--- src/rtl/bus_arbiter.sv ---
// Round-robin arbiter sharing one APB-style bus between NUM_MASTERS masters.
// Runs the setup/access phases itself; a watchdog bounds every access.
//
// state     | meaning
// ST_IDLE   | bus free, picking the next owner by round-robin
// ST_SETUP  | s_select high, address phase for the granted master
// ST_ACCESS | s_enable high, waiting for s_ready or the watchdog
module bus_arbiter #(
    parameter int NUM_MASTERS = 2,
    parameter int TIMEOUT     = 255
) (
    input  logic                      clk,
    input  logic                      rst,
    input  logic [NUM_MASTERS-1:0]    m_select,
    input  logic [NUM_MASTERS-1:0]    m_write,
    input  logic [NUM_MASTERS*32-1:0] m_addr,
    input  logic [NUM_MASTERS*32-1:0] m_wdata,
    output logic [NUM_MASTERS-1:0]    m_ready,
    output logic [NUM_MASTERS-1:0]    m_error,
    output logic [31:0]               m_rdata,
    output logic [NUM_MASTERS-1:0]    grant,
    output logic [31:0]               s_addr,
    output logic [31:0]               s_wdata,
    output logic                      s_select,
    output logic                      s_enable,
    output logic                      s_write,
    input  logic [31:0]               s_rdata,
    input  logic                      s_ready
);

    localparam int IDX_W = $clog2(NUM_MASTERS);
    localparam int CNT_W = (TIMEOUT > 0) ? $clog2(TIMEOUT + 1) : 1;
    localparam logic [CNT_W-1:0] CNT_LAST = CNT_W'((TIMEOUT > 0) ? TIMEOUT - 1 : 0);
    localparam logic [IDX_W-1:0] IDX_LAST = IDX_W'(NUM_MASTERS - 1);

    localparam logic [1:0] ST_IDLE   = 2'd0;
    localparam logic [1:0] ST_SETUP  = 2'd1;
    localparam logic [1:0] ST_ACCESS = 2'd2;

    logic [1:0]       state;
    logic [IDX_W-1:0] last;
    logic [IDX_W-1:0] gnt_idx;
    logic [IDX_W-1:0] win_idx;
    logic [IDX_W-1:0] rr_cand;
    logic             win_found;
    logic [CNT_W-1:0] wd_cnt;
    logic             abandon;
    logic [31:0]      held_addr;
    logic [31:0]      held_wdata;
    logic             held_write;

    logic             in_xfer;
    logic             dropped;
    logic             timeout_hit;
    logic             done_ok;
    logic             done_to;
    logic             done;
    logic             deliver;

    always_comb begin
        win_found = 1'b0;
        win_idx   = '0;
        rr_cand   = '0;
        for (int k = 1; k <= NUM_MASTERS; k++) begin
            rr_cand = IDX_W'((int'(last) + k) % NUM_MASTERS);
            if (!win_found && m_select[rr_cand]) begin
                win_found = 1'b1;
                win_idx   = rr_cand;
            end
        end
    end

    assign in_xfer     = (state == ST_SETUP) || (state == ST_ACCESS);
    // Once the owner lets go of m_select the transfer still finishes, silently.
    assign dropped     = abandon || !m_select[gnt_idx];
    assign timeout_hit = (TIMEOUT != 0) && (wd_cnt == CNT_LAST);
    assign done_ok     = (state == ST_ACCESS) && s_ready;
    assign done_to     = (state == ST_ACCESS) && !s_ready && timeout_hit;
    assign done        = done_ok || done_to;
    assign deliver     = done && !dropped;

    assign m_ready  = deliver ? grant : '0;
    assign m_error  = (deliver && done_to) ? grant : '0;
    assign m_rdata  = (deliver && done_ok) ? s_rdata : 32'd0;
    assign s_select = in_xfer;
    assign s_enable = (state == ST_ACCESS);

    always_comb begin
        s_addr  = 32'd0;
        s_wdata = 32'd0;
        s_write = 1'b0;
        if (in_xfer) begin
            if (dropped) begin
                s_addr  = held_addr;
                s_wdata = held_wdata;
                s_write = held_write;
            end else begin
                s_addr  = m_addr[{gnt_idx, 5'd0} +: 32];
                s_wdata = m_wdata[{gnt_idx, 5'd0} +: 32];
                s_write = m_write[gnt_idx];
            end
        end
    end

    always_ff @(posedge clk or negedge rst) begin
        if (!rst) begin
            state      <= ST_IDLE;
            grant      <= '0;
            gnt_idx    <= '0;
            last       <= IDX_LAST;
            wd_cnt     <= '0;
            abandon    <= 1'b0;
            held_addr  <= 32'd0;
            held_wdata <= 32'd0;
            held_write <= 1'b0;
        end else begin
            case (state)
                ST_IDLE: begin
                    if (win_found) begin
                        state      <= ST_SETUP;
                        grant      <= NUM_MASTERS'(1) << win_idx;
                        gnt_idx    <= win_idx;
                        wd_cnt     <= '0;
                        abandon    <= 1'b0;
                        held_addr  <= m_addr[{win_idx, 5'd0} +: 32];
                        held_wdata <= m_wdata[{win_idx, 5'd0} +: 32];
                        held_write <= m_write[win_idx];
                    end
                end
                ST_SETUP: begin
                    state <= ST_ACCESS;
                    if (!m_select[gnt_idx]) abandon <= 1'b1;
                end
                ST_ACCESS: begin
                    if (!m_select[gnt_idx]) abandon <= 1'b1;
                    if (wd_cnt != '1) wd_cnt <= wd_cnt + CNT_W'(1);
                    if (done) begin
                        state <= ST_IDLE;
                        grant <= '0;
                        last  <= gnt_idx;
                    end
                end
                default: state <= ST_IDLE;
            endcase
        end
    end

endmodule

--- config.mk ---
export PLATFORM = sky130hd
export DESIGN_NAME = bus_arbiter
export DESIGN_NICKNAME = d
export VERILOG_FILES = /design/src/rtl/bus_arbiter.sv
export SDC_FILE = /design/constraint.sdc
export NUM_CORES = 1
export LEC_CHECK = 0
export ABC_CLOCK_PERIOD_IN_PS = 2100
export CORE_UTILIZATION = 43
export CTS_BUF_LIST = sky130_fd_sc_hd__clkbuf_8
export CTS_CLUSTER_DIAMETER = 60
export DETAILED_ROUTE_END_ITERATION = 7
export HOLD_SLACK_MARGIN = 0.05
export PLACE_DENSITY = 0.85
export SETUP_SLACK_MARGIN = 0.05
export SLEW_MARGIN = 20
export SYNTH_ARGS = -nofsm -noshare
export SYNTH_HDL_FRONTEND = slang
export SYNTH_SLANG_ARGS = --single-unit
--- constraint.sdc ---
create_clock -name clk -period 2.1 [get_ports clk]
set_clock_uncertainty 0.15 [all_clocks]
set_input_delay 0.42 -clock clk [delete_from_list [all_inputs] [get_ports clk]]
set_output_delay 0.42 -clock clk [all_outputs]
set_load 0.01 [all_outputs]
# Word level (Yosys, flattened, before mapping)

Cells that the tools add are included.

Equal/unequal tests: 8
Shift-type cells: 5
Muxes and demuxes: 34
Reductions and logical operators: 24
Order comparisons: 4
$add $sub $neg: 3

Operators by type and width:

| kind                | count |
|---|---|
| $shiftx 64x7->32    | 4 |
| $mux 32             | 5 |
| $mux 1              | 18 |
| $mux 8              | 2 |
| $pmux 8 s2          | 1 |
| $mux 2              | 5 |
| $reduce_and 3->1    | 3 |
| $add 8x1->8 const B | 1 |
| $eq 8x8->1 const B  | 1 |
| $lt 1x2->1 const B  | 4 |
| $ne 8x8->1 const B  | 1 |
| $logic_and 1x1->1   | 7 |
| $pmux 2 s3          | 1 |
| $reduce_and 2->1    | 3 |
| $logic_not 1->1     | 4 |
| $ne 2x1->1 const B  | 2 |
| $ne 2x2->1 const B  | 2 |
| $pmux 2 s2          | 1 |
| $reduce_bool 2->1   | 2 |
| $logic_or 1x1->1    | 3 |
| $add 1x1->1 const B | 2 |
| $eq 2x1->1 const B  | 1 |
| $eq 2x2->1 const B  | 1 |
| $logic_not 2->1     | 1 |
| other kinds (3)     | 3 |

Word-level logic and storage cells: 87
Bits of input ports: 167
Flip-flop bits (word level): 80

# Logic depth before layout (Yosys ltp)

Gate-level depths: netlist of the first run.

Depth in word-level cells: 10
Depth in mapped cells: 8
Depth with buffers taken out: 6

# Least setup slack after synthesis of the first run

OpenSTA, ideal clock, no wires.

Kind: reg-to-output
Start point: register state[0]
End point: output port s_addr[22]
Arrival: 1.559 ns
Path slack: -0.029 ns
Cell stages (with the launch flop): 6
Path through: dfrtp_1 inv_1 ha_1 clkbuf_1 clkbuf_1 o211a_1

Longest elaborated chain between the ends: 3
Elaborated cells on any way between the ends: 4
Those cells by class: eq/ne: 2; mux: 1; reduce/logical: 1

RTL lines:

| what                                     | RTL line | text |
|---|---|---|
| start: declaration                       | 40       | `logic [1:0] state;` |
| start signal: assignment                 | 107      | `state <= ST_IDLE;` |
| start signal: assignment                 | 120      | `state <= ST_SETUP;` |
| start signal: assignment                 | 131      | `state <= ST_ACCESS;` |
| $eq 2x1->1 or $eq 2x2->1 (tied branches) | 73       | `assign in_xfer = (state == ST_SETUP) \|\| (state == ST_ACCESS);` |
| $logic_or 1x1->1 *                       | 73       |  |
| named net s_select                       | 24       | `output logic s_select,` |
| $mux 32 *                                | 92       | `if (in_xfer) begin` |
| end: declaration                         | 22       | `output logic [31:0] s_addr,` |

Mark *: on every way through the listed nets, which the timed path passes. The rest lies on a longest branch.

# Worst setup path after layout of the first run

Start point: register gnt_idx
End point: output port s_addr[25]

Longest elaborated chain between the ends: 6
Elaborated cells on any way between the ends: 7
Those cells by class: shift: 1; mux: 4; reduce/logical: 2

RTL lines:

| what                                                                     | RTL line | text |
|---|---|---|
| start: declaration                                                       | 42       | `logic [IDX_W-1:0] gnt_idx;` |
| start signal: assignment                                                 | 122      | `gnt_idx <= win_idx;` |
| parallel branches: the longest is 4 deep, another holds $shiftx 64x7->32 | n/a      |  |
| $mux 32 *                                                                | 93       | `if (dropped) begin` |
| $mux 32 *                                                                | 92       |  |

Mark *: on every way between the ends. The select of a mux whose other input is x is not followed.

==> results.json, run 1 <==
{
  "gp_congestion": 0.909,
  "drive_gt1_share_pct": 27.2,
  "synthToLayoutAreaGrowth_pct": 74.2,
  "post-place-cells": 1070,
  "power_density_nw_per_um2": 1360,
  "start_util_pct": 44.9,
  "cts_tree": "done",
  "synth-async-reset-ratio_pct": 100,
  "fin_util_pct": 78.2,
  "cts.path.max_buffers": 2,
  "multi_input_area_um2": 3790,
  "synth_area_leaders": "dfrtp_1 34%, mux2i_1 23%, o211a_1 11%",
  "synth_top_area_cell": "dfrtp_1",
  "worstPathMaxFanout": 6,
  "fin_ws_ps": -600,
  "synthesis.area_um2": 5760,
  "core_um2": 12800,
  "grt.overflow.total": 0,
  "dp_hpwl_mm": 14.9,
  "cts_max_level": 3,
  "finalNetCount": 1124,
  "die_width_um": 118,
  "stdcell_area_um2": 10000,
  "period_needed_ps": 2700,
  "rsz0062_at_grt": "true",
  "clock_sinks": 80,
  "firstDrtPassIters": 5,
  "hold_ws_ps": 339,
  "status": "finished with violations",
  "antenna_found_initial": 1,
  "post-route-drc-count": 0,
  "violations": "setup timing",
  "drv_cap": 0,
  "tightest_slew_ps": 510,
  "place_area_um2": 9030,
  "fmax_mhz": 370,
  "io_pins": 272,
  "critical_path_class": "flip-flop to output port",
  "wl_mm": 24.3,
  "clk-insertion-delay-late_ps": 390,
  "num_vias": 6581,
  "cp.arrival_ps": 2130,
  "syn_inst": 633,
  "postSynthAreaPerCell_um2": 9.10,
  "ys_ff_latch": 80,
  "p_leak_nw": 5.16,
  "start_kind": "flip-flop",
  "place_ws_ps": -868,
  "stdcell_count": 1129,
  "fillers": 824,
  "clkTransAtPathRegs_ps": 90,
  "ys_warn_count": 0,
  "row_count": 41,
  "syn_nets": 806,
  "max-vdd-ir-drop_v": 0.000812,
  "synth.distinct_cells": 40,
  "crit_path_end_kind": "output port",
  "ant_nets": 0,
  "wl_per_cell_um": 21.5,
  "die_area_um2": 13900,
  "hold_viol": 0,
  "synth_flop_cell": "dfrtp_1",
  "numCtsBuffers": 9,
  "grt_pass1_wl_mm": 36.3,
  "grt_max_degree": 65,
  "die_height_um": 118,
  "grt_usage_pct": 33.3,
  "seqCellArea_um2": 2010,
  "yosysSeqAreaShare_pct": 34.8,
  "synth_edf_count": 0,
  "cts_root_buf": "clkbuf_8",
  "synth_top_area_share_pct": 34.3,
  "setup_violations": 102,
  "min_path_type": "flip-flop to flip-flop",
  "required_ps": 1530,
  "port_buffers": 271,
  "relSlewSlack_pct": 66.0,
  "grt_pass1_vias": 6832,
  "vias_per_cell": 5.83,
  "drtIter0Drc": 419,
  "slew_violations": 0,
  "period_share_pct": 129
}
-- flip-flops by register name, summed over array words and instances, names as in the netlist --
name,cells
last,1
held_addr,32
gnt_idx,1
grant,2
state,2
wd_cnt,8
abandon,1
held_wdata,32
held_write,1
-- final timing paths --
kind	startpoint	to	slack (ps)	cells after the start
max	gnt_idx	s_addr[25]	-600	10
min	held_wdata[14]	held_wdata[14]	340	2
max reg2reg	state[0]	wd_cnt[2]	-70	9
min reg2reg	held_wdata[14]	held_wdata[14]	340	2
max in group asynchronous	rst	held_wdata[5]	800	3
min in group asynchronous	rst	held_wdata[27]	400	2
-- cells in the final DEF (no fill, tap or decap), types with 5 or more instances in the layout --
| cell | instances |
|---|---|
| and2_4 | 19 |
| nand2_2 | 20 |
| buf_2 | 31 |
| clkinv_2 | 5 |
| o211a_1 | 64 |
| buf_6 | 49 |
| nand2_1 | 111 |
| mux2i_1 | 128 |
| buf_16 | 5 |
| dfrtp_1 | 76 |
| buf_4 | 42 |
| clkdlybuf4s50_1 | 165 |
| buf_8 | 9 |
| o21ai_0 | 68 |
| buf_12 | 21 |
| nand3_1 | 5 |
| and2_1 | 13 |
| dlygate4sd2_1 | 34 |
| clkbuf_8 | 9 |
-- what timing repair did --
| action | 4_1_cts | 5_1_grt |
|---|---|---|
| cloned | 15 | 0 |
| gates resized for setup | 416 | 78 |
| endpoints found under the hold margin | 33 | 0 |
| endpoints found under the setup margin | 111 | 115 |
| hold buffers | 1 | 0 |
| pin swaps | 24 | 16 |
| setup buffers | 26 | 13 |
-- layout make-up --
type,count,area share (%)
Sequential cell,80,20.0
Timing Repair Buffer,364,37.9
Clock buffer,9,1.23
Antenna cell,1,0.0249
Multi-Input combinational cell,490,37.8
Tap cell,172,2.15
Inverter,6,0.262
Clock inverter,7,0.624
-- synth_stat cells, types with 6 or more instances --
| cell | count |
|---|---|
| inv_1 | 6 |
| clkbuf_1 | 25 |
| buf_2 | 24 |
| o21ai_0 | 72 |
| dfrtp_1 | 79 |
| mux2i_1 | 133 |
| o211a_1 | 65 |
| nand3_1 | 7 |
| ha_1 | 6 |
| nand2_1 | 135 |
| and2_1 | 32 |
-- power by group --
part           total, mW  internal [mW]  leakage (nW)  switching (mW)
Sequential          2.74           2.26         0.991           0.475
Combinational       9.77           5.00          4.07            4.76
Clock               1.18          0.539        0.0985           0.642
Total               13.7           7.80          5.16            5.88
-- per-layer routing --
metal | GRT usage (%) | vias up | share of wire (%)
li1 | - | 2894 | -
met1 | 36.2 | 3138 | 36
met2 | 58.8 | 423 | 51
met3 | 7.12 | 126 | 7.7
met4 | 21.1 | 0 | 5.9
met5 | 0 | - | 0
-- worst max-delay path, stage by stage (launching register included) --
cell	delay, ps
dfrtp_4	510
mux2i_4	200
nor2_4	50
buf_6	130
buf_12	130
buf_12	140
buf_12	120
buf_12	130
nand2_2	40
o211a_1	150
buf_2	140
-- cell families after synthesis --
logic type / synth area share [%]
and+or+nand+nor: 14.9
adders and majority gates: 1.30
DFF: 34.8
buffers and inverters: 5.15
AOI/OAI and AO/OA: 20.1
muxes: 23.7
-- stage by stage --
step                power (mW)  setup TNS, ps
floorplan                 6.94          -1170
global placement          10.7         -85480
detailed placement        10.9         -89790
CTS                       13.2         -54710
global route              14.3         -57560
finish                    13.7         -50420
(Power assumes the default switching activity.)
==> run 2: changes to the inputs <==
--- a/config.mk
+++ b/config.mk
@@ -5,13 +5,13 @@
 export SDC_FILE = /design/constraint.sdc
 export NUM_CORES = 1
 export LEC_CHECK = 0
-export ABC_CLOCK_PERIOD_IN_PS = 2100
-export CORE_UTILIZATION = 43
+export ABC_CLOCK_PERIOD_IN_PS = 2400
+export CORE_UTILIZATION = 39
 export CTS_BUF_LIST = sky130_fd_sc_hd__clkbuf_8
 export CTS_CLUSTER_DIAMETER = 60
 export DETAILED_ROUTE_END_ITERATION = 7
 export HOLD_SLACK_MARGIN = 0.05
-export PLACE_DENSITY = 0.85
+export PLACE_DENSITY = 0.81
 export SETUP_SLACK_MARGIN = 0.05
 export SLEW_MARGIN = 20
 export SYNTH_ARGS = -nofsm -noshare
==> constraint.sdc (replaced) <==
create_clock -name clk -period 2.4 [get_ports clk]
set_clock_uncertainty 0.15 [all_clocks]
set_input_delay 0.48 -clock clk [delete_from_list [all_inputs] [get_ports clk]]
set_output_delay 0.48 -clock clk [all_outputs]
set_load 0.01 [all_outputs]
==> run 2 against run 1 <==
Effect of this change:
- the run still ends with setup timing left
- sequential cell count stayed put
- critical path depth down 1
- utilization down 11 points
- first-iteration DRC count down 42%
- clock power is 4% lower
- critical endpoint is now m_rdata[11]
- worst setup slack gained 250 ps
- final cell count down 0.89%
- sequential share of layout area increased by 0.58 points
- combinational power shrank 22%
- register-to-register slack better by 300 ps
- wire length down 17%
==> results.json, run 2 (synthesis gave the netlist of run 1 again) <==
{
  "rsz0062_at_grt": "true",
  "path_depth": 9,
  "power_density_nw_per_um2": 1140,
  "critPathMaxStageDelay_ps": 490,
  "num_vias": 5947,
  "holdPathStages": 2,
  "path_buf_inv": 5,
  "crit_path_end_kind": "output port",
  "status": "finished with violations",
  "start_util_pct": 39.8,
  "die_height_um": 124,
  "crit_slowest_cell": "dfrtp_4",
  "worstPathMaxFanout": 6,
  "critical_path_class": "flip-flop to output port",
  "max-vdd-ir-drop_v": 0.000614,
  "reg_top3": "held_addr: 32 flops, held_wdata: 32 flops, wd_cnt: 8 flops",
  "wl_per_cell_um": 18.1,
  "drtIter0Drc": 242,
  "grt_max_degree": 79,
  "grt_pass1_wl_mm": 29.2,
  "final_common_cell": "clkdlybuf4s50_1",
  "fin_util_pct": 67.2,
  "cts_max_level": 3,
  "clkTransAtPathRegs_ps": 80,
  "cts_root_buf": "clkbuf_8",
  "slew_violations": 0,
  "synthToLayoutAreaGrowth_pct": 69.0,
  "crit_chain": "mux2i_1 > buf_4 > nor2_4 > and3_4 > buf_12 > buf_8 > buf_6 > and2_4 > buf_6",
  "required_ps": 1770,
  "period_needed_ps": 2750,
  "cts.path.max_buffers": 2,
  "cp_top_family": "simple AND/OR/NAND/NOR gates",
  "tns_ps": -26840,
  "numCtsBuffers": 9,
  "grt.overflow.total": 0,
  "fin_ws_ps": -352,
  "gp_congestion": 0.864,
  "clock_sinks": 80,
  "ant_nets": 0,
  "violations": "setup timing",
  "relSlewSlack_pct": 68.0,
  "firstDrtPassIters": 5,
  "min_path_type": "flip-flop to flip-flop",
  "period_share_pct": 115,
  "tightest_slew_ps": 480,
  "core_um2": 14500,
  "p_leak_nw": 5.05,
  "post-route-drc-count": 0,
  "cts_tree": "done",
  "drive_gt1_share_pct": 26.2,
  "grt_pass1_vias": 5717,
  "io_pins": 272,
  "die_width_um": 124,
  "final_cell_mix": "165 x clkdlybuf4s50_1, 133 x mux2i_1, 114 x nand2_1, 78 x dfrtp_1, 72 x o21ai_0",
  "wl_mm": 20.3,
  "start_kind": "flip-flop",
  "antenna_found_initial": 0,
  "hold_viol": 0,
  "port_buffers": 271,
  "crit_top_cell": "buf_6",
  "dp_hpwl_mm": 13.6,
  "drv_cap": 0,
  "reg2reg_depth": 9,
  "fmax_mhz": 363,
  "clk-insertion-delay-late_ps": 360,
  "grt_usage_pct": 25.3,
  "row_count": 44,
  "diodes": 0,
  "die_area_um2": 15300,
  "vias_per_cell": 5.31,
  "cp.arrival_ps": 2120,
  "setup_violations": 101,
  "finalNetCount": 1103
}
==> run 2: final timing paths <==
path / to / from / slack [ps]
worst max-delay path: m_rdata[11] / gnt_idx / -350
worst min-delay path: held_write / held_write / 340
worst max register to register: wd_cnt[6] / state[0] / 230
worst min register to register: held_write / held_write / 340
max in group asynchronous: wd_cnt[4] / rst / 990
min in group asynchronous: held_addr[3] / rst / 450
==> run 2: per-layer routing <==
| layer | routed length [um] | vias up | global-route usage (%) |
|---|---|---|---|
| met5 | 0 | - | 0 |
| met4 | 531 | 0 | 9.56 |
| met3 | 1460 | 35 | 5.49 |
| met2 | 10300 | 236 | 45.7 |
| met1 | 8030 | 2824 | 29.2 |
| li1 | - | 2852 | - |
==> run 2: timing repair <==
action	in CTS	in global routing
resized for setup	356	165
buffers inserted	15	7
hold buffers	1	0
pin swaps	1	26
hold endpoints to repair	33	0
gates cloned	5	7
endpoints found under the setup margin	103	103
==> run 2: where the power goes <==
part	switching, mW	internal (mW)
registers	0.386	1.98
logic	3.69	3.91
clock network	0.522	0.609
total	4.59	6.50
==> run 2: cell type report <==
| type | count | area [um2] |
|---|---|---|
| well taps | 184 | 230 |
| repair buffers | 343 | 3560 |
| flip-flops and latches | 80 | 2010 |
| inverters | 6 | 22.5 |
| multi-input cells | 490 | 3690 |
| fillers | 1184 | 4740 |
| clock buffers | 10 | 138 |
| clock inverters | 6 | 82.6 |
==> run 2: per-stage QoR <==
step	power [mW]	instance area [um2]	setup WS, ps	hold slack [ps]	std cells
3_3_place_gp	9.28	8890	-672	314	1072
3_5_place_dp	9.38	8890	-737	322	1072
5_1_grt	11.8	9730	-471	363	1119
2_1_floorplan	6.07	5760	211	34.4	633
6_report	11.1	9730	-352	337	1119
4_1_cts	10.4	9200	-540	341	1109
==> run 2: worst min-delay path, delay by kind of cell, from the launching register on <==
| family | cells | cell delay (ps) |
|---|---|---|
| AO/OA/AOI/OAI | 1 | 60 |
| AND/OR/NAND/NOR | 1 | 40 |
| flip-flops | 1 | 350 |
